**config.mk**
```make
export PLATFORM = sky130hd
export DESIGN_NAME = tile_sched_flat
export DESIGN_NICKNAME = d
export VERILOG_FILES = /design/src/rtl/tile_sched_if.sv /design/src/rtl/tile_sched.sv /design/src/flat_wrapper.sv
export SDC_FILE = /design/constraint.sdc
export NUM_CORES = 1
export LEC_CHECK = 0
export BUFFER_PORTS_ARGS = -buffer_cell sky130_fd_sc_hd__buf_2
export CAP_MARGIN = 25
export CORE_MARGIN = 1.5
export CORE_UTILIZATION = 46
export CTS_CLUSTER_DIAMETER = 60
export DETAILED_ROUTE_END_ITERATION = 8
export PLACE_DENSITY = 0.66
export SETUP_SLACK_MARGIN = 0.02
export SLEW_MARGIN = 30
export SYNTH_ARGS = -nofsm -noshare
export SYNTH_HDL_FRONTEND = slang
export SYNTH_SLANG_ARGS = --single-unit
```
**constraint.sdc**
```tcl
create_clock -name clk -period 4.5 [get_ports clk]
set_clock_uncertainty 0.15 [all_clocks]
set_input_delay 0 -clock clk [delete_from_list [all_inputs] [get_ports clk]]
set_output_delay 0 -clock clk [all_outputs]
set_load 0.005 [all_outputs]
```
**src/rtl/tile_sched_if.sv**
```systemverilog
`default_nettype none
// ============================================================================
// Module  : tile_sched_if
// Brief   : Tile handshake, ctr_gen strobe and result bundle around tile_sched.
// Revision: 1.0
// ============================================================================
interface tile_sched_if #(
    parameter int CNT_W    = 16,
    parameter int LOG2_PES = 5
);
    logic                w_tile_valid;
    logic [LOG2_PES:0]   w_tile_nnz;
    logic                w_tile_ready;
    logic                i_tile_valid;
    logic                i_tile_ready;
    logic                ctr_w_valid;
    logic                ctr_i_valid;
    logic                done_computing_one_tile;
    logic                out_valid;
    logic [CNT_W-1:0]    out_w_idx;
    logic [CNT_W-1:0]    out_i_idx;
    logic                out_zero;

    // Environment side: tile fetch unit plus datapath
    modport master (
        output w_tile_valid, w_tile_nnz, i_tile_valid, done_computing_one_tile,
        input  w_tile_ready, i_tile_ready, ctr_w_valid, ctr_i_valid,
        input  out_valid, out_w_idx, out_i_idx, out_zero
    );

    // Scheduler side
    modport slave (
        input  w_tile_valid, w_tile_nnz, i_tile_valid, done_computing_one_tile,
        output w_tile_ready, i_tile_ready, ctr_w_valid, ctr_i_valid,
        output out_valid, out_w_idx, out_i_idx, out_zero
    );
endinterface
`default_nettype wire

```
**src/rtl/tile_sched.sv**
```systemverilog
`default_nettype none
// ============================================================================
// Module  : tile_sched
// Brief   : Weight-outer / input-inner tile loop scheduler feeding ctr_gen.
//           Optional compute watchdog enabled by defining TILE_SCHED_WDOG_EN.
// Revision: 1.0
// ============================================================================
module tile_sched #(
    parameter int NUM_PES     = 32,
    parameter int LOG2_PES    = 5,
    parameter int CNT_W       = 16,
    parameter int FILL_CYCLES = 2,
    parameter int WDOG_CYCLES = 1024
) (
    input  wire                clk,
    input  wire                rst,
    input  wire                start,
    input  wire [CNT_W-1:0]    cfg_num_w_tiles,
    input  wire [CNT_W-1:0]    cfg_num_i_tiles,
    tile_sched_if.slave        bus,
    output logic               busy,
    output logic               done,
    output logic               err_ovf
`ifdef TILE_SCHED_WDOG_EN
    ,
    output logic               wdog_err
`endif
);

    localparam logic [2:0] c_IDLE    = 3'd0;
    localparam logic [2:0] c_W_WAIT  = 3'd1;
    localparam logic [2:0] c_W_FILL  = 3'd2;
    localparam logic [2:0] c_I_WAIT  = 3'd3;
    localparam logic [2:0] c_COMPUTE = 3'd4;
    localparam logic [2:0] c_ERR     = 3'd5;

    localparam int              c_FILL_W    = (FILL_CYCLES < 1) ? 1 : $clog2(FILL_CYCLES + 1);
    localparam logic [c_FILL_W-1:0] c_FILL_INIT = c_FILL_W'(FILL_CYCLES);
    localparam logic [c_FILL_W-1:0] c_FILL_ONE  = c_FILL_W'(1);
    localparam logic [LOG2_PES:0]   c_MAX_NNZ   = (LOG2_PES + 1)'(NUM_PES);
    localparam logic [CNT_W-1:0]    c_IDX_ONE   = CNT_W'(1);

    logic [2:0]           r_state;
    logic [CNT_W-1:0]     r_num_w;
    logic [CNT_W-1:0]     r_num_i;
    logic [CNT_W-1:0]     r_w_idx;
    logic [CNT_W-1:0]     r_i_idx;
    logic [LOG2_PES:0]    r_nnz;
    logic [c_FILL_W-1:0]  r_fill;
    logic                 r_ctr_w_valid;
    logic                 r_ctr_i_valid;
    logic                 r_out_valid;
    logic [CNT_W-1:0]     r_out_w_idx;
    logic [CNT_W-1:0]     r_out_i_idx;
    logic                 r_out_zero;
    logic                 r_busy;
    logic                 r_done;
    logic                 r_err_ovf;

    logic                 w_last_i;
    logic                 w_last_w;
    logic                 w_zero_skip;
    logic                 w_advance;

`ifdef TILE_SCHED_WDOG_EN
    localparam int                  c_WDOG_W    = (WDOG_CYCLES < 2) ? 1 : $clog2(WDOG_CYCLES);
    localparam logic [c_WDOG_W-1:0] c_WDOG_LAST = c_WDOG_W'(WDOG_CYCLES - 1);
    logic [c_WDOG_W-1:0]  r_wdog_cnt;
    logic                 r_wdog_err;
`endif

    // Ready depends only on state so upstream can never see a combinational loop
    assign bus.w_tile_ready = (r_state == c_W_WAIT);
    assign bus.i_tile_ready = (r_state == c_I_WAIT);
    assign bus.ctr_w_valid  = r_ctr_w_valid;
    assign bus.ctr_i_valid  = r_ctr_i_valid;
    assign bus.out_valid    = r_out_valid;
    assign bus.out_w_idx    = r_out_w_idx;
    assign bus.out_i_idx    = r_out_i_idx;
    assign bus.out_zero     = r_out_zero;
    assign busy             = r_busy;
    assign done             = r_done;
    assign err_ovf          = r_err_ovf;
`ifdef TILE_SCHED_WDOG_EN
    assign wdog_err         = r_wdog_err;
`endif

    assign w_last_i    = (r_i_idx == (r_num_i - c_IDX_ONE));
    assign w_last_w    = (r_w_idx == (r_num_w - c_IDX_ONE));
    assign w_zero_skip = (r_state == c_I_WAIT) && bus.i_tile_valid && (r_nnz == '0);
    assign w_advance   = w_zero_skip ||
                         ((r_state == c_COMPUTE) && bus.done_computing_one_tile);

    always_ff @(posedge clk or negedge rst) begin
        if (!rst) begin
            r_state       <= c_IDLE;
            r_num_w       <= '0;
            r_num_i       <= '0;
            r_w_idx       <= '0;
            r_i_idx       <= '0;
            r_nnz         <= '0;
            r_fill        <= '0;
            r_ctr_w_valid <= 1'b0;
            r_ctr_i_valid <= 1'b0;
            r_out_valid   <= 1'b0;
            r_out_w_idx   <= '0;
            r_out_i_idx   <= '0;
            r_out_zero    <= 1'b0;
            r_busy        <= 1'b0;
            r_done        <= 1'b0;
            r_err_ovf     <= 1'b0;
`ifdef TILE_SCHED_WDOG_EN
            r_wdog_cnt    <= '0;
            r_wdog_err    <= 1'b0;
`endif
        end else begin
            r_ctr_w_valid <= 1'b0;
            r_ctr_i_valid <= 1'b0;
            r_out_valid   <= 1'b0;
            r_out_zero    <= 1'b0;
            r_done        <= 1'b0;

            case (r_state)
                c_IDLE: begin
                    if (start) begin
                        if ((cfg_num_w_tiles != '0) && (cfg_num_i_tiles != '0)) begin
                            r_num_w <= cfg_num_w_tiles;
                            r_num_i <= cfg_num_i_tiles;
                            r_w_idx <= '0;
                            r_i_idx <= '0;
                            r_busy  <= 1'b1;
                            r_state <= c_W_WAIT;
                        end else begin
                            r_done  <= 1'b1;
                        end
                    end
                end
                c_W_WAIT: begin
                    if (bus.w_tile_valid) begin
                        r_nnz <= bus.w_tile_nnz;
                        if (bus.w_tile_nnz > c_MAX_NNZ) begin
                            r_err_ovf <= 1'b1;
                            r_busy    <= 1'b0;
                            r_state   <= c_ERR;
                        end else begin
                            r_ctr_w_valid <= 1'b1;
                            r_fill        <= c_FILL_INIT;
                            r_state       <= c_W_FILL;
                        end
                    end
                end
                c_W_FILL: begin
                    r_fill <= r_fill - c_FILL_ONE;
                    if (r_fill <= c_FILL_ONE) begin
                        r_state <= c_I_WAIT;
                    end
                end
                c_I_WAIT: begin
                    // Empty weight tiles are reported directly by the advance path below
                    if (bus.i_tile_valid && (r_nnz != '0)) begin
                        r_ctr_i_valid <= 1'b1;
                        r_state       <= c_COMPUTE;
`ifdef TILE_SCHED_WDOG_EN
                        r_wdog_cnt    <= '0;
`endif
                    end
                end
                c_COMPUTE: begin
`ifdef TILE_SCHED_WDOG_EN
                    if (!bus.done_computing_one_tile) begin
                        if (r_wdog_cnt == c_WDOG_LAST) begin
                            r_wdog_err <= 1'b1;
                            r_busy     <= 1'b0;
                            r_state    <= c_ERR;
                        end else begin
                            r_wdog_cnt <= r_wdog_cnt + 1'b1;
                        end
                    end
`endif
                end
                c_ERR: begin
                    r_state <= c_ERR;
                end
                default: begin
                    r_state <= c_IDLE;
                end
            endcase

            if (w_advance) begin
                r_out_valid <= 1'b1;
                r_out_zero  <= w_zero_skip;
                r_out_w_idx <= r_w_idx;
                r_out_i_idx <= r_i_idx;
                if (!w_last_i) begin
                    r_i_idx <= r_i_idx + c_IDX_ONE;
                    r_state <= c_I_WAIT;
                end else begin
                    r_i_idx <= '0;
                    if (!w_last_w) begin
                        r_w_idx <= r_w_idx + c_IDX_ONE;
                        r_state <= c_W_WAIT;
                    end else begin
                        r_w_idx <= '0;
                        r_done  <= 1'b1;
                        r_busy  <= 1'b0;
                        r_state <= c_IDLE;
                    end
                end
            end
        end
    end

endmodule
`default_nettype wire
```
**src/flat_wrapper.sv**
```systemverilog
// flat-port wrapper written by rule: the top's interface ports become plain ports
module tile_sched_flat 
#(
    parameter int NUM_PES     = 32,
    parameter int LOG2_PES    = 5,
    parameter int CNT_W       = 16,
    parameter int FILL_CYCLES = 2,
    parameter int WDOG_CYCLES = 1024
)
  (clk, rst, start, cfg_num_w_tiles, cfg_num_i_tiles, busy, done, err_ovf, bus_w_tile_valid, bus_w_tile_nnz, bus_i_tile_valid, bus_done_computing_one_tile, bus_w_tile_ready, bus_i_tile_ready, bus_ctr_w_valid, bus_ctr_i_valid, bus_out_valid, bus_out_w_idx, bus_out_i_idx, bus_out_zero);
  tile_sched_if #(.CNT_W(CNT_W), .LOG2_PES(LOG2_PES)) bus_i ();
  input  wire clk;
  input  wire rst;
  input  wire start;
  input  wire [CNT_W-1:0] cfg_num_w_tiles;
  input  wire [CNT_W-1:0] cfg_num_i_tiles;
  output logic busy;
  output logic done;
  output logic err_ovf;
  input wire logic [$bits(bus_i.w_tile_valid)-1:0] bus_w_tile_valid;
  input wire logic [$bits(bus_i.w_tile_nnz)-1:0] bus_w_tile_nnz;
  input wire logic [$bits(bus_i.i_tile_valid)-1:0] bus_i_tile_valid;
  input wire logic [$bits(bus_i.done_computing_one_tile)-1:0] bus_done_computing_one_tile;
  output wire logic [$bits(bus_i.w_tile_ready)-1:0] bus_w_tile_ready;
  output wire logic [$bits(bus_i.i_tile_ready)-1:0] bus_i_tile_ready;
  output wire logic [$bits(bus_i.ctr_w_valid)-1:0] bus_ctr_w_valid;
  output wire logic [$bits(bus_i.ctr_i_valid)-1:0] bus_ctr_i_valid;
  output wire logic [$bits(bus_i.out_valid)-1:0] bus_out_valid;
  output wire logic [$bits(bus_i.out_w_idx)-1:0] bus_out_w_idx;
  output wire logic [$bits(bus_i.out_i_idx)-1:0] bus_out_i_idx;
  output wire logic [$bits(bus_i.out_zero)-1:0] bus_out_zero;
  assign bus_i.w_tile_valid = bus_w_tile_valid;
  assign bus_i.w_tile_nnz = bus_w_tile_nnz;
  assign bus_i.i_tile_valid = bus_i_tile_valid;
  assign bus_i.done_computing_one_tile = bus_done_computing_one_tile;
  assign bus_w_tile_ready = bus_i.w_tile_ready;
  assign bus_i_tile_ready = bus_i.i_tile_ready;
  assign bus_ctr_w_valid = bus_i.ctr_w_valid;
  assign bus_ctr_i_valid = bus_i.ctr_i_valid;
  assign bus_out_valid = bus_i.out_valid;
  assign bus_out_w_idx = bus_i.out_w_idx;
  assign bus_out_i_idx = bus_i.out_i_idx;
  assign bus_out_zero = bus_i.out_zero;
  tile_sched #(.NUM_PES(NUM_PES), .LOG2_PES(LOG2_PES), .CNT_W(CNT_W), .FILL_CYCLES(FILL_CYCLES), .WDOG_CYCLES(WDOG_CYCLES)) u_core (.clk(clk), .rst(rst), .start(start), .cfg_num_w_tiles(cfg_num_w_tiles), .cfg_num_i_tiles(cfg_num_i_tiles), .bus(bus_i), .busy(busy), .done(done), .err_ovf(err_ovf));
endmodule
```
======== After elaboration in Yosys (flattened, before gate mapping) ========
Cells that the tools add are included.
operators by class
  add/sub/neg operators ................... 5
  $lt $le $gt $ge ......................... 2
  eq/ne operators ......................... 15
  multiplexer cells ....................... 45
  reductions and logical operators ........ 21
operator list
  operator               count
  $mux 16                11
  $add 16x1->16 const B  2
  $eq 16x16->1           2
  $reduce_bool 16->1     2
  $sub 16x1->16 const B  2
  $mux 3                 8
  $mux 1                 21
  $pmux 3 s6             1
  $reduce_and 3->1       4
  $ne 3x1->1 const B     3
  $reduce_bool 2->1      4
  $eq 3x2->1 const B     2
  $eq 3x3->1 const B     2
  $gt 6x6->1 const B     1
  $logic_not 6->1        1
  $ne 3x2->1 const B     2
  $reduce_and 6->1       1
  $reduce_bool 6->1      1
  $logic_and 1x1->1      5
  $mux 2                 2
  $ne 2x2->1 const B     2
  $pmux 2 s2             1
  $eq 3x1->1 const B     1
  $logic_not 3->1        1
  other kinds (6)        6
word-level totals
  register bits ........................... 114
  input port bits ......................... 44
  output and inout port bits .............. 41
  logic and storage cells ................. 104

======== Logic depth before layout (Yosys ltp) ========
Gate-level depths: netlist of the first run.
  word-level depth ........................ 8
  gate-level depth with buffers ........... 12

======== Worst setup path before layout of the first run ========
Ideal clock, no wire load.
  path type ............................... reg2reg
  start ................................... register u_core.r_num_w[0]
  end ..................................... register u_core.r_w_idx[11]
  library setup time ...................... 122 ps
  arrival time ............................ 2,837 ps
  required time ........................... 4,228 ps
  setup slack ............................. 1,390 ps
  stages on the path, launching flop included .. 13
  cell sequence ........................... dfrtp_1 inv_1 ha_1 or4b_1 buf_2 nor3_1 mux2_2 o21ai_1 or3b_1 buf_2 buf_6 o221ai_1 nand2_1
on the way
  longest elaborated chain between the ends .. 5
RTL lines
  what                      RTL line           text
  start: declaration        tile_sched.sv:44   logic [CNT_W-1:0] r_num_w;
  start signal: assignment  tile_sched.sv:127  r_num_w <= cfg_num_w_tiles;
  $sub 16x1->16             tile_sched.sv:89   assign w_last_w = (r_w_idx == (r_num_w - c_IDX_ONE));
  $eq 16x16->1              tile_sched.sv:89
  $mux 16                   tile_sched.sv:199  if (!w_last_w) begin
  $mux 16                   tile_sched.sv:194  if (!w_last_i) begin
  $mux 16                   tile_sched.sv:189  if (w_advance) begin
  end signal: assignment    tile_sched.sv:200  r_w_idx <= r_w_idx + c_IDX_ONE;
  end: declaration          tile_sched.sv:46   logic [CNT_W-1:0] r_w_idx;
No other way between the ends.
A chain may end at the register's enable or synchronous reset.

======== Worst setup path after layout of the first run ========
  start ................................... register u_core.r_num_w[0]
  end ..................................... register u_core.r_w_idx[13]
The elaborated chain is that of the path after synthesis.

==> insert_results.sql, run 1 <==
INSERT INTO impl_metrics (metric_group, metric, value, unit) VALUES
('worst_setup_path', 'timing.critical_path.from_type', 'flip-flop', ''),
('synthesis', 'synth_simple_gate_area_frac', '0.210', ''),
('drt', 'wirelength', '16.1', 'mm'),
('clocking', 'post_cts_resized', '0', ''),
('die', 'fp.dieH', '122', 'microns'),
('cells_and_area', 'fin_nets', '796', ''),
('sta', 'max_clock_freq', '283', 'MHz'),
('grt', 'grt_pass1_vias', '5404', ''),
('clocking', 'postCtsSetupRepairBufs', '0', ''),
('synthesis', 'post_syn_area', '0.00648', 'sq mm'),
('synthesis', 'share_of_the_synthesized_area_in_compound_gates_ao_oa_aoi_oai', '0.128', ''),
('die', 'initial_core_utilization', '0.469', ''),
('synthesis', 'post-synth-top-area-fraction', '0.440', ''),
('sta', 'max_slew_margin', '0.473', ''),
('sta', 'worst_margin_pin_slew', '0.779', 'ns'),
('drt', 'drt_first_pass_iters', '6', ''),
('worst_setup_path', 'worst-endpoint-required', '4.64', 'ns'),
('clocking', 'tritoncts_clock_tree', 'yes', ''),
('placed_design', 'port-buffer-count', '84', ''),
('grt', 'antenna_found_initial', '0', ''),
('worst_setup_path', 'timing.rr.end', 'u_core.r_w_idx[13]$_DFF_PN0_', ''),
('sta', 'setup_viol', '0', ''),
('placed_design', 'dp_hpwl', '10.9', 'mm'),
('sta', 'final_hold_viol_count', '0', ''),
('cells_and_area', 'postLayoutCoreUtil', '0.577', ''),
('synthesis', 'postSynthRegisterBits', '114', ''),
('clocking', 'htree_levels', '4', ''),
('drt', 'routed_wire_length_per_instance', '17.1', 'microns'),
('clocking', 'cts.hold.buffers_added', '42', ''),
('grt', 'gr_ovfl_total', '0', ''),
('worst_setup_path', 'worstSetupEndpointType', 'flip-flop', ''),
('drt', 'via_count', '5456', ''),
('synthesis', 'synthAdderAreaFrac', '0.00966', ''),
('synthesis', 'synth_top_cell_by_area', 'sky130_fd_sc_hd__dfrtp_1', ''),
('sta', 'rsz0062_at_grt', 'no', ''),
('die', 'ios', '85', ''),
('cells_and_area', 'n_antenna_cell', '0', ''),
('cells_and_area', 'most_common_library_cell_in_the_layout_ignoring_fill_and_taps', 'sky130_fd_sc_hd__dfrtp_1', ''),
('synthesis', 'synth_top_flop_cell', 'sky130_fd_sc_hd__dfrtp_1', ''),
('synthesis', 'post_synth_main_area_contributors', 'sky130_fd_sc_hd__dfrtp_1, sky130_fd_sc_hd__mux2_2, sky130_fd_sc_hd__xnor2_1, sky130_fd_sc_hd__nand3_1, sky130_fd_sc_hd__nand2_1', ''),
('sta', 'period_share', '0.784', ''),
('outcome', 'outcome', 'finished clean', ''),
('power_and_ir_drop', 'ir_drop', '0.000281', 'V'),
('cells_and_area', 'drive_above_1_share', '0.276', ''),
('flow_run', 'cap_viol_max_count', '0', ''),
('cells_and_area', 'post_route_standard_cell_area_excluding_fillers', '0.00798', 'sq mm'),
('worst_setup_path', 'critical_path_arrival', '3.67', 'ns'),
('grt', 'grt_max_degree', '76', ''),
('die', 'design.die.area', '0.0148', 'sq mm'),
('die', 'core', '0.0138', 'sq mm'),
('sta', 'finalSetupTns', '0', 'ns'),
('synthesis', 'yosys_warnings', '0', ''),
('clocking', 'worstSkewPairLatency', '0.42', 'ns'),
('synthesis', 'yosysSeqAreaShare', '0.440', ''),
('drt', 'dr_iter_0_viols', '448', ''),
('synthesis', 'synth.mux.area_fraction', '0.118', ''),
('synthesis', 'post_synth_num_cell_types', '72', ''),
('grt', 'grt.total_usage', '0.230', ''),
('synthesis', 'post_synth.cell_area_avg', '10.2', 'sq um'),
('clocking', 'clkTransAtPathRegs', '0.05', 'ns'),
('worst_setup_path', 'rr_worst_depth', '9', ''),
('synthesis', 'synthesized_area_fraction_occupied_by_xor_and_xnor_cells', '0.0514', ''),
('worst_setup_path', 'r2r-start', 'u_core.r_num_w[0]$_DFFE_PN0P_', ''),
('drt', 'route.detailed.vias_per_inst', '5.80', ''),
('die', 'placementRows', '43', ''),
('min_path', 'timing.hold.worst.class', 'primary input to async pin', ''),
('clocking', 'cts_made_buffers', '17', ''),
('synthesis', 'synth-async-reset-ratio', '1.00', ''),
('power_and_ir_drop', 'leakage', '3.58', 'nW'),
('worst_setup_path', 'criticalPathCategory', 'flip-flop to flip-flop', ''),
('clocking', 'numClockSinks', '114', '');
==> Yosys cell counts, types with 2 or more instances <==
cell type and n:
sky130_fd_sc_hd__o311ai_0 8, sky130_fd_sc_hd__a221o_1 3, sky130_fd_sc_hd__nor4_1 16, sky130_fd_sc_hd__nand4_1 7, sky130_fd_sc_hd__o211ai_1 3, sky130_fd_sc_hd__o21a_1 11
sky130_fd_sc_hd__nand2b_1 2, sky130_fd_sc_hd__nor4_2 3, sky130_fd_sc_hd__or4_1 8, sky130_fd_sc_hd__nand3b_1 5, sky130_fd_sc_hd__nor2_1 36, sky130_fd_sc_hd__a211oi_1 4
sky130_fd_sc_hd__buf_2 10, sky130_fd_sc_hd__o21ai_1 4, sky130_fd_sc_hd__or3_1 7, sky130_fd_sc_hd__dfrtp_1 114, sky130_fd_sc_hd__nand3_1 34, sky130_fd_sc_hd__a22o_1 4
sky130_fd_sc_hd__nor3b_1 3, sky130_fd_sc_hd__clkbuf_1 20, sky130_fd_sc_hd__xnor2_1 28, sky130_fd_sc_hd__nor2b_1 8, sky130_fd_sc_hd__a31oi_1 6, sky130_fd_sc_hd__buf_1 4
sky130_fd_sc_hd__ha_1 5, sky130_fd_sc_hd__and3_1 13, sky130_fd_sc_hd__a21oi_1 10, sky130_fd_sc_hd__o21ai_0 17, sky130_fd_sc_hd__o221ai_1 15, sky130_fd_sc_hd__buf_6 4
sky130_fd_sc_hd__nor3_1 23, sky130_fd_sc_hd__o22a_1 2, sky130_fd_sc_hd__mux2_2 68, sky130_fd_sc_hd__inv_1 16, sky130_fd_sc_hd__and3_2 8, sky130_fd_sc_hd__and2_1 12
sky130_fd_sc_hd__o2111ai_1 3, sky130_fd_sc_hd__nor4b_1 2, sky130_fd_sc_hd__nand2_1 43, sky130_fd_sc_hd__xor2_1 10, sky130_fd_sc_hd__o31ai_1 5, sky130_fd_sc_hd__or2_2 3
==> layer usage <==
layer  share of wire  up-vias  routed length, microns  global-route usage
li1                -     2591                       -                   -
met1            0.44     2667                    7140               0.296
met2            0.49      164                    7860               0.374
met3           0.044       34                     711              0.0496
met4           0.022        0                     353              0.0963
met5               0        -                       0                   0
==> where the power goes <==
part | leakage [nW] | internal [mW] | switching [mW]
Clock | 0.289 | 0.886 | 0.439
Sequential | 1.49 | 1.27 | 0.352
Combinational | 1.80 | 0.651 | 0.657
Total | 3.58 | 2.81 | 1.45
==> worst max-delay path by stage <==
stage	from	endpoint	cells after the start
finish	u_core.r_num_w[0]$_DFFE_PN0P_	u_core.r_w_idx[13]$_DFF_PN0_	9
CTS	u_core.r_num_w[0]$_DFFE_PN0P_	u_core.r_w_idx[13]$_DFF_PN0_	9
global route	u_core.r_num_w[0]$_DFFE_PN0P_	u_core.r_w_idx[13]$_DFF_PN0_	9
global placement	u_core.r_num_w[0]$_DFFE_PN0P_	u_core.r_w_idx[6]$_DFF_PN0_	9
floorplan	u_core.r_num_w[0]$_DFFE_PN0P_	u_core.r_w_idx[11]$_DFF_PN0_	12
detailed placement	u_core.r_num_w[0]$_DFFE_PN0P_	u_core.r_w_idx[13]$_DFF_PN0_	9
==> critical path: stages, from the launching register on <==
cell and delay (ns):
sky130_fd_sc_hd__dfrtp_1 0.43, sky130_fd_sc_hd__inv_1 0.08, sky130_fd_sc_hd__ha_1 0.27, sky130_fd_sc_hd__or4b_1 0.62, sky130_fd_sc_hd__nor3_1 0.31, sky130_fd_sc_hd__mux2_2 0.37
sky130_fd_sc_hd__o21ai_1 0.13, sky130_fd_sc_hd__or3b_1 0.63, sky130_fd_sc_hd__o221ai_1 0.30, sky130_fd_sc_hd__o21ai_0 0.11
==> cell type report <==
class | instances | area (sq um)
clock inverters | 4 | 70.1
fillers | 1159 | 5850
well taps | 180 | 225
clock buffers | 28 | 517
repair buffers | 132 | 892
flip-flops and latches | 114 | 2850
inverters | 16 | 60.1
multi-input cells | 466 | 3360
==> cell families (layout without fill, tap and decap cells) <==
| group | count (synthesis) | count (layout) |
|---|---|---|
| DFF | 114 | 114 |
| adders and majority gates | 5 | 5 |
| buffers and inverters | 57 | 180 |
| AOI/OAI and AO/OA | 112 | 112 |
| and+or+nand+nor | 243 | 243 |
| xor gates and xnor gates | 38 | 38 |
| muxes | 68 | 68 |
==> state kept, by name, summed over array words and instances (netlist names) <==
| signal | cells |
|---|---|
| u_core.r_num_w | 16 |
| u_core.r_nnz | 6 |
| u_core.bus.ctr_i_valid | 1 |
| u_core.r_w_idx | 16 |
| u_core.done | 1 |
| u_core.r_i_idx | 16 |
| u_core.r_state | 3 |
| u_core.bus.out_i_idx | 16 |
| u_core.r_num_i | 16 |
| u_core.busy | 1 |
| u_core.bus.out_zero | 1 |
| u_core.r_fill | 2 |
| u_core.bus.out_valid | 1 |
| u_core.err_ovf | 1 |
| u_core.bus.ctr_w_valid | 1 |
| u_core.bus.out_w_idx | 16 |
==> per-stage QoR <==
stage | setup slack [ns] | power (mW) | hold WS, ns | std cells
after floorplan | 1.39 | 2.58 | -0.446 | 637
after global placement | 1.11 | 2.84 | 0.0496 | 866
after detailed placement | 0.997 | 2.90 | 0.0673 | 866
after CTS | 0.977 | 4.27 | 0.0721 | 940
after global routing | 0.691 | 4.51 | 0.0998 | 940
final | 0.971 | 4.25 | 0.0377 | 940
No activity file was read; power rests on OpenSTA's default activity.
==> run 2, diff against run 1 <==
==> constraint.sdc (replaced) <==
create_clock -name clk -period 3.42 [get_ports clk]
set_clock_uncertainty 0.15 [all_clocks]
set_input_delay 0 -clock clk [delete_from_list [all_inputs] [get_ports clk]]
set_output_delay 0 -clock clk [all_outputs]
set_load 0.005 [all_outputs]
==> run 2 against run 1 <==
Net effect:
- via count grew 1.4%
- count of clock-buffer cells in the layout shrank 5
- combinational power grew 39%
- design area grew 2.2%
==> insert_results.sql, run 2 (synthesis results as in run 1) <==
INSERT INTO impl_metrics (metric_group, metric, value, unit) VALUES
('worst_setup_path', 'worstSetupEndpointType', 'flip-flop', ''),
('grt', 'grt.total_usage', '0.230', ''),
('grt', 'grt.met2_usage', '0.364', ''),
('worst_setup_path', 'timing.critical_path.slowest_cell_delay', '0.64', 'ns'),
('power_and_ir_drop', 'report.power.total', '5.99', 'mW'),
('clocking', 'htree_levels', '4', ''),
('cells_and_area', 'fin_nets', '805', ''),
('sta', 'max_clock_freq', '317', 'MHz'),
('grt', 'busiest_layer', 'met2', ''),
('sta', 'final_slew_viol_count', '0', ''),
('cells_and_area', 'most_common_library_cell_in_the_layout_ignoring_fill_and_taps', 'sky130_fd_sc_hd__dfrtp_1', ''),
('cells_and_area', 'area_delta_synth_final', '25.9', '%'),
('cells_and_area', 'drive_above_1_share', '0.293', ''),
('clocking', 'tritoncts_clock_tree', 'yes', ''),
('worst_setup_path', 'critical_path_arrival', '3.32', 'ns'),
('worst_setup_path', 'worst-endpoint-required', '3.58', 'ns'),
('sta', 'finalSetupTns', '0', 'ns'),
('sta', 'final_hold_viol_count', '0', ''),
('worst_setup_path', 'timing.rr.end', 'u_core.r_i_idx[14]$_DFFE_PN0P_', ''),
('drt', 'antenna_left', '0', ''),
('placed_design', 'dp_hpwl', '11.0', 'mm'),
('cells_and_area', 'n_antenna_cell', '0', ''),
('die', 'fp.dieH', '122', 'microns'),
('clocking', 'clock_path_buffers', '2', ''),
('drt', 'route.detailed.drc', '0', ''),
('die', 'core', '0.0138', 'sq mm'),
('grt', 'grt_pass1_vias', '5458', ''),
('clocking', 'numClockSinks', '114', ''),
('power_and_ir_drop', 'ir_drop', '0.000446', 'V'),
('die', 'placementRows', '43', ''),
('outcome', 'outcome', 'finished clean', ''),
('power_and_ir_drop', 'p_per_area', '734', 'mW/mm^2'),
('sta', 'period_share', '0.923', ''),
('drt', 'routed_wire_length_per_instance', '16.9', 'microns'),
('drt', 'via_count', '5533', ''),
('die', 'initial_core_utilization', '0.469', ''),
('placed_design', 'gp_congestion', '0.890', ''),
('clocking', 'worstSkewPairLatency', '0.42', 'ns'),
('clocking', 'cts_made_buffers', '17', ''),
('worst_setup_path', 'crit_slowest_cell', 'sky130_fd_sc_hd__or4_4', ''),
('die', 'ios', '85', ''),
('worst_setup_path', 'criticalPathCategory', 'flip-flop to flip-flop', ''),
('cells_and_area', 'most_used_cells_in_the_layout_excluding_fill_and_tap_cells', 'sky130_fd_sc_hd__dfrtp_1, sky130_fd_sc_hd__buf_2, sky130_fd_sc_hd__mux2_2, sky130_fd_sc_hd__nand2_1, sky130_fd_sc_hd__dlygate4sd3_1', ''),
('power_and_ir_drop', 'leakage', '3.67', 'nW'),
('grt', 'grtUsageMet1', '0.307', ''),
('placed_design', 'port-buffer-count', '84', ''),
('min_path', 'hold_start', 'bus_done_computing_one_tile', ''),
('worst_setup_path', 'critical_path.max_fanout', '14', ''),
('worst_setup_path', 'critical_path.cell_chain', 'inv_1, ha_1, nor3b_1, a21oi_1, a31oi_1, o2111ai_1, or4_4, a31o_2, a22o_1', ''),
('min_path', 'worstHoldEndpoint', 'u_core.bus.out_valid$_DFF_PN0_', ''),
('worst_setup_path', 'r2r-start', 'u_core.r_num_i[0]$_DFFE_PN0P_', ''),
('die', 'design.die.area', '0.0148', 'sq mm'),
('sta', 'setup_viol', '0', ''),
('die', 'die_w', '122', 'microns'),
('clocking', 'clkTransAtPathRegs', '0.06', 'ns'),
('clocking', 'cell_at_the_root_of_the_clock_tree', 'sky130_fd_sc_hd__clkbuf_16', ''),
('drt', 'dr_iter_0_viols', '347', ''),
('grt', 'first_pass_grt_wire_length', '26.7', 'mm'),
('worst_setup_path', 'r2r_setup_slack', '0.26', 'ns'),
('sta', 'max_slew_margin', '0.511', ''),
('worst_setup_path', 'worst_path_top_cell_family_by_delay', 'simple AND/OR/NAND/NOR gates', ''),
('sta', 'hold_ws', '0.0336', 'ns'),
('drt', 'wirelength', '16.0', 'mm'),
('worst_setup_path', 'timing.critical_path.from_type', 'flip-flop', ''),
('grt', 'gr_ovfl_total', '0', ''),
('min_path', 'holdPathStages', '4', ''),
('min_path', 'timing.hold.worst.class', 'primary input to flip-flop', ''),
('drt', 'route.detailed.vias_per_inst', '5.83', ''),
('drt', 'drt_first_pass_iters', '5', ''),
('flow_run', 'cap_viol_max_count', '0', ''),
('sta', 'worst_margin_pin_slew', '0.734', 'ns'),
('grt', 'grtUsageMet3', '0.0463', ''),
('sta', 'rsz0062_at_grt', 'yes', ''),
('grt', 'antenna_found_initial', '0', ''),
('worst_setup_path', 'cp_num_buf_inv', '1', ''),
('worst_setup_path', 'rr_worst_depth', '9', ''),
('sta', 'period_minus_slack', '3.16', 'ns'),
('clocking', 'postCtsSetupRepairBufs', '0', ''),
('grt', 'grt_max_degree', '83', '');
-- run 2: changes by cell type in the layout (fill, tap and decap cells not counted), sizes merged --
cell    before  now
buf         90   99
bufinv       2    6
clkbuf      28   23
clkinv       2    3
-- run 2: worst min-delay path, delay by kind of cell --
kind	cells	cell delay, ns
buffers and inverters	3	0.45
AO/OA/AOI/OAI	1	0.09
-- run 2: layer usage --
layer / vias to the layer above / routed length, microns
met5: - / 0
met4: 0 / 371
met3: 31 / 725
met2: 142 / 7600
met1: 2755 / 7320
li1: 2605 / -
-- run 2: area by class of cell --
| type | count | area [sq um] |
|---|---|---|
| Sequential cell | 114 | 2850 |
| Tap cell | 180 | 225 |
| Inverter | 16 | 60.1 |
| Timing Repair Buffer | 141 | 960 |
| Fill cell | 1147 | 5670 |
| Clock inverter | 9 | 199 |
| Clock buffer | 23 | 488 |
| Multi-Input combinational cell | 466 | 3370 |
-- run 2: through the flow --
stage / area, sq um / setup slack (ns) / std cells / util
3_3_place_gp: 7040 / 0.246 / 875 / 0.509
6_report: 8160 / 0.264 / 949 / 0.590
5_1_grt: 8160 / 0.00142 / 949 / 0.590
4_1_cts: 8150 / 0.180 / 949 / 0.589
3_5_place_dp: 7040 / 0.180 / 875 / 0.509
2_1_floorplan: 6480 / 0.310 / 637 / -
-- run 2: power breakdown --
group	internal (mW)	switching [mW]
logic	0.898	0.917
registers	1.67	0.439
clock network	1.44	0.620
-- run 2: how the worst max path moves through the flow --
stage | slack, ns | to | start | depth (start not counted)
6_report | 0.26 | u_core.r_i_idx[14]$_DFFE_PN0P_ | u_core.r_num_i[0]$_DFFE_PN0P_ | 9
4_1_cts | 0.18 | u_core.r_state[0]$_DFFE_PN0P_ | u_core.r_num_w[0]$_DFFE_PN0P_ | 9
3_5_place_dp | 0.18 | u_core.r_state[0]$_DFFE_PN0P_ | u_core.r_num_w[0]$_DFFE_PN0P_ | 9
3_3_place_gp | 0.25 | u_core.r_state[0]$_DFFE_PN0P_ | u_core.r_num_w[0]$_DFFE_PN0P_ | 9
5_1_grt | 0.001 | u_core.r_w_idx[6]$_DFF_PN0_ | u_core.r_num_i[0]$_DFFE_PN0P_ | 10
2_1_floorplan | 0.31 | u_core.r_w_idx[12]$_DFF_PN0_ | u_core.r_num_w[0]$_DFFE_PN0P_ | 12
-- run 2: what timing repair did --
| action | 4_1_cts | 5_1_grt |
|---|---|---|
| hold endpoints to repair | 129 | 0 |
| endpoints found under the setup margin | 0 | 14 |
| hold buffers | 42 | 0 |
| gates resized for setup | 0 | 3 |
==> run 3, diff against run 2 <==
--- a/config.mk
+++ b/config.mk
@@ -12,6 +12,7 @@
 export CTS_CLUSTER_DIAMETER = 60
 export DETAILED_ROUTE_END_ITERATION = 8
 export PLACE_DENSITY = 0.66
+export RECOVER_POWER = 50
 export SETUP_SLACK_MARGIN = 0.02
 export SLEW_MARGIN = 30
 export SYNTH_ARGS = -nofsm -noshare
==> run 3 against run 2 <==
Net effect:
- the flow now finishes with violations (capacitance limit, slew limit)
- wire length grew 0.12%
- global-route usage did not move
- first-iteration DRC count increased by 2.9%
- count of clock-buffer cells in the layout unchanged
- sequential share of layout area is 0.13 points higher
- sequential power is essentially flat
- maximum frequency up 0.18%
- utilization shrank 0.22 points
- worst hold slack better by 0.0028 ns
- critical path type unchanged
- critical endpoint unchanged
- largest power group unchanged
==> insert_results.sql, run 3 (synthesis results as in run 1) <==
INSERT INTO impl_metrics (metric_group, metric, value, unit) VALUES
('die', 'placementRows', '43', ''),
('die', 'core', '0.0138', 'sq mm'),
('worst_setup_path', 'worst-endpoint-required', '3.58', 'ns'),
('worst_setup_path', 'timing.critical_path.from_type', 'flip-flop', ''),
('grt', 'grt.total_usage', '0.230', ''),
('placed_design', 'placement.setup.worst_slack', '0.180', 'ns'),
('outcome', 'failing_checks', 'capacitance limit, slew limit', ''),
('sta', 'max_slew_margin', '-0.316', ''),
('power_and_ir_drop', 'p_int', '4.00', 'mW'),
('drt', 'dr_iter_0_viols', '357', ''),
('min_path', 'hold_start', 'bus_done_computing_one_tile', ''),
('drt', 'via_count', '5522', ''),
('clocking', 'tritoncts_clock_tree', 'yes', ''),
('clocking', 'clkTransAtPathRegs', '0.06', 'ns'),
('worst_setup_path', 'critical_path.max_fanout', '14', ''),
('power_and_ir_drop', 'switchingPower', '1.97', 'mW'),
('sta', 'setup_viol', '0', ''),
('sta', 'period_minus_slack', '3.15', 'ns'),
('clocking', 'worstSkewPairLatency', '0.42', 'ns'),
('cells_and_area', 'fin_nets', '805', ''),
('grt', 'gr_ovfl_total', '0', ''),
('power_and_ir_drop', 'ir_drop', '0.000445', 'V'),
('sta', 'postLayoutSetupSlackWorst', '0.269', 'ns'),
('power_and_ir_drop', 'power.switching_fraction', '0.330', ''),
('min_path', 'holdPathStages', '4', ''),
('clocking', 'htree_levels', '4', ''),
('clocking', 'numClockSinks', '114', ''),
('worst_setup_path', 'timing.rr.end', 'u_core.r_i_idx[14]$_DFFE_PN0P_', ''),
('cells_and_area', 'most_used_cells_in_the_layout_excluding_fill_and_tap_cells', 'sky130_fd_sc_hd__dfrtp_1, sky130_fd_sc_hd__buf_2, sky130_fd_sc_hd__mux2_2, sky130_fd_sc_hd__nand2_1, sky130_fd_sc_hd__dlygate4sd3_1', ''),
('clocking', 'cell_at_the_root_of_the_clock_tree', 'sky130_fd_sc_hd__clkbuf_16', ''),
('die', 'fp.dieH', '122', 'microns'),
('cells_and_area', 'area_delta_synth_final', '25.5', '%'),
('outcome', 'outcome', 'complete, but fails checks', ''),
('cells_and_area', 'n_antenna_cell', '0', ''),
('worst_setup_path', 'r2r_setup_slack', '0.27', 'ns'),
('worst_setup_path', 'critical_path_arrival', '3.31', 'ns'),
('min_path', 'timing.hold.worst.class', 'primary input to flip-flop', ''),
('clocking', 'postCtsSetupRepairBufs', '0', ''),
('sta', 'rsz0062_at_grt', 'yes', ''),
('sta', 'period_share', '0.921', ''),
('clocking', 'clock_path_buffers', '2', ''),
('grt', 'antenna_found_initial', '0', ''),
('cells_and_area', 'most_common_library_cell_in_the_layout_ignoring_fill_and_taps', 'sky130_fd_sc_hd__dfrtp_1', ''),
('drt', 'routed_wire_length_per_instance', '16.9', 'microns'),
('die', 'ios', '85', ''),
('die', 'design.die.area', '0.0148', 'sq mm'),
('drt', 'wirelength', '16.0', 'mm'),
('sta', 'final_slew_viol_count', '83', ''),
('drt', 'antenna_left', '0', ''),
('grt', 'grt_max_degree', '83', ''),
('sta', 'worst_margin_pin_slew', '1.97', 'ns'),
('grt', 'first_pass_grt_wire_length', '26.7', 'mm'),
('worst_setup_path', 'cp-startpoint', 'u_core.r_num_i[0]$_DFFE_PN0P_', ''),
('drt', 'drt_first_pass_iters', '5', ''),
('power_and_ir_drop', 'p_per_area', '735', 'mW/mm^2'),
('placed_design', 'port-buffer-count', '84', ''),
('placed_design', 'gp_congestion', '0.890', ''),
('sta', 'final_hold_viol_count', '0', ''),
('die', 'initial_core_utilization', '0.469', ''),
('power_and_ir_drop', 'power.share.clock', '0.345', ''),
('min_path', 'worstHoldEndpoint', 'u_core.bus.out_valid$_DFF_PN0_', ''),
('placed_design', 'dp_hpwl', '11.0', 'mm'),
('die', 'die_w', '122', 'microns'),
('cells_and_area', 'drive_above_1_share', '0.273', ''),
('sta', 'max_clock_freq', '317', 'MHz'),
('worst_setup_path', 'worstSetupEndpointType', 'flip-flop', ''),
('power_and_ir_drop', 'combinational_group_share_of_total_power', '0.302', ''),
('sta', 'finalSetupTns', '0', 'ns'),
('power_and_ir_drop', 'leakage', '3.61', 'nW'),
('drt', 'route.detailed.vias_per_inst', '5.82', ''),
('grt', 'grt_pass1_vias', '5458', ''),
('worst_setup_path', 'r2r-start', 'u_core.r_num_i[0]$_DFFE_PN0P_', ''),
('drt', 'route.detailed.drc', '0', ''),
('worst_setup_path', 'criticalPathCategory', 'flip-flop to flip-flop', ''),
('worst_setup_path', 'rr_worst_depth', '9', ''),
('power_and_ir_drop', 'p_seq_frac', '0.354', ''),
('flow_run', 'cap_viol_max_count', '1', ''),
('clocking', 'cts_made_buffers', '17', '');
-- run 3: changes by cell type in the layout (fill, tap and decap cells not counted), sizes merged --
cell | previous run | this run
clkbuf | 23 | 39
buf | 99 | 83
-- run 3: what timing repair did --
action	CTS	global route
hold endpoints to repair	129	0
gates resized for setup	0	3
endpoints found under the setup margin	0	14
hold buffers	42	0
-- run 3: how the worst max path moves through the flow --
stage | cells after the start | end | slack [ns]
after floorplan | 12 | u_core.r_w_idx[12]$_DFF_PN0_ | 0.31
after global placement | 9 | u_core.r_state[0]$_DFFE_PN0P_ | 0.25
after detailed placement | 9 | u_core.r_state[0]$_DFFE_PN0P_ | 0.18
after CTS | 9 | u_core.r_state[0]$_DFFE_PN0P_ | 0.18
after global routing | 10 | u_core.r_w_idx[6]$_DFF_PN0_ | 0.001
final | 9 | u_core.r_i_idx[14]$_DFFE_PN0P_ | 0.27
-- run 3: power by group through the flow --
stage	Combinational (mW)	Sequential (mW)	Clock, mW
floorplan	1.45	1.95	0
global placement	1.68	2.10	0
detailed placement	1.74	2.12	0
CTS	1.80	2.10	2.09
global route	2.00	2.18	2.16
finish	1.80	2.11	2.06
-- run 3: worst max-delay path, stage by stage, from the launching register on --
cell	delay, ns
sky130_fd_sc_hd__dfrtp_1	0.45
sky130_fd_sc_hd__inv_1	0.09
sky130_fd_sc_hd__ha_1	0.17
sky130_fd_sc_hd__nor3b_1	0.51
sky130_fd_sc_hd__a21oi_1	0.13
sky130_fd_sc_hd__a31oi_1	0.28
sky130_fd_sc_hd__o2111ai_1	0.16
sky130_fd_sc_hd__or4_4	0.64
sky130_fd_sc_hd__a31o_2	0.27
sky130_fd_sc_hd__a22o_1	0.17
-- run 3: final cells by class --
cell class              instances  area (sq um)
fillers                      1160          5700
multi-input cells             466          3370
flip-flops and latches        114          2850
repair buffers                141           930
clock buffers                  23           488
well taps                     180           225
clock inverters                 9           199
inverters                      16          60.1
-- run 3: metrics by stage --
stage | hold WS, ns | power (mW) | cells | utilization | instance area, sq um
detailed placement | -0.0466 | 3.86 | 875 | 0.509 | 7040
CTS | 0.0194 | 6.00 | 949 | 0.589 | 8150
global route | 0.0502 | 6.33 | 949 | 0.588 | 8130
global placement | 0.0758 | 3.78 | 875 | 0.509 | 7040
finish | 0.0364 | 5.98 | 949 | 0.588 | 8130
floorplan | -0.446 | 3.39 | 637 | - | 6480
-- run 3: metal layers --
layer	up-vias	track usage	wire, microns	part of all wire
li1	2604	-	-	-
met1	2732	0.307	7170	0.45
met2	156	0.364	7650	0.48
met3	30	0.0463	846	0.053
met4	0	0.104	354	0.022
met5	-	0	0	0
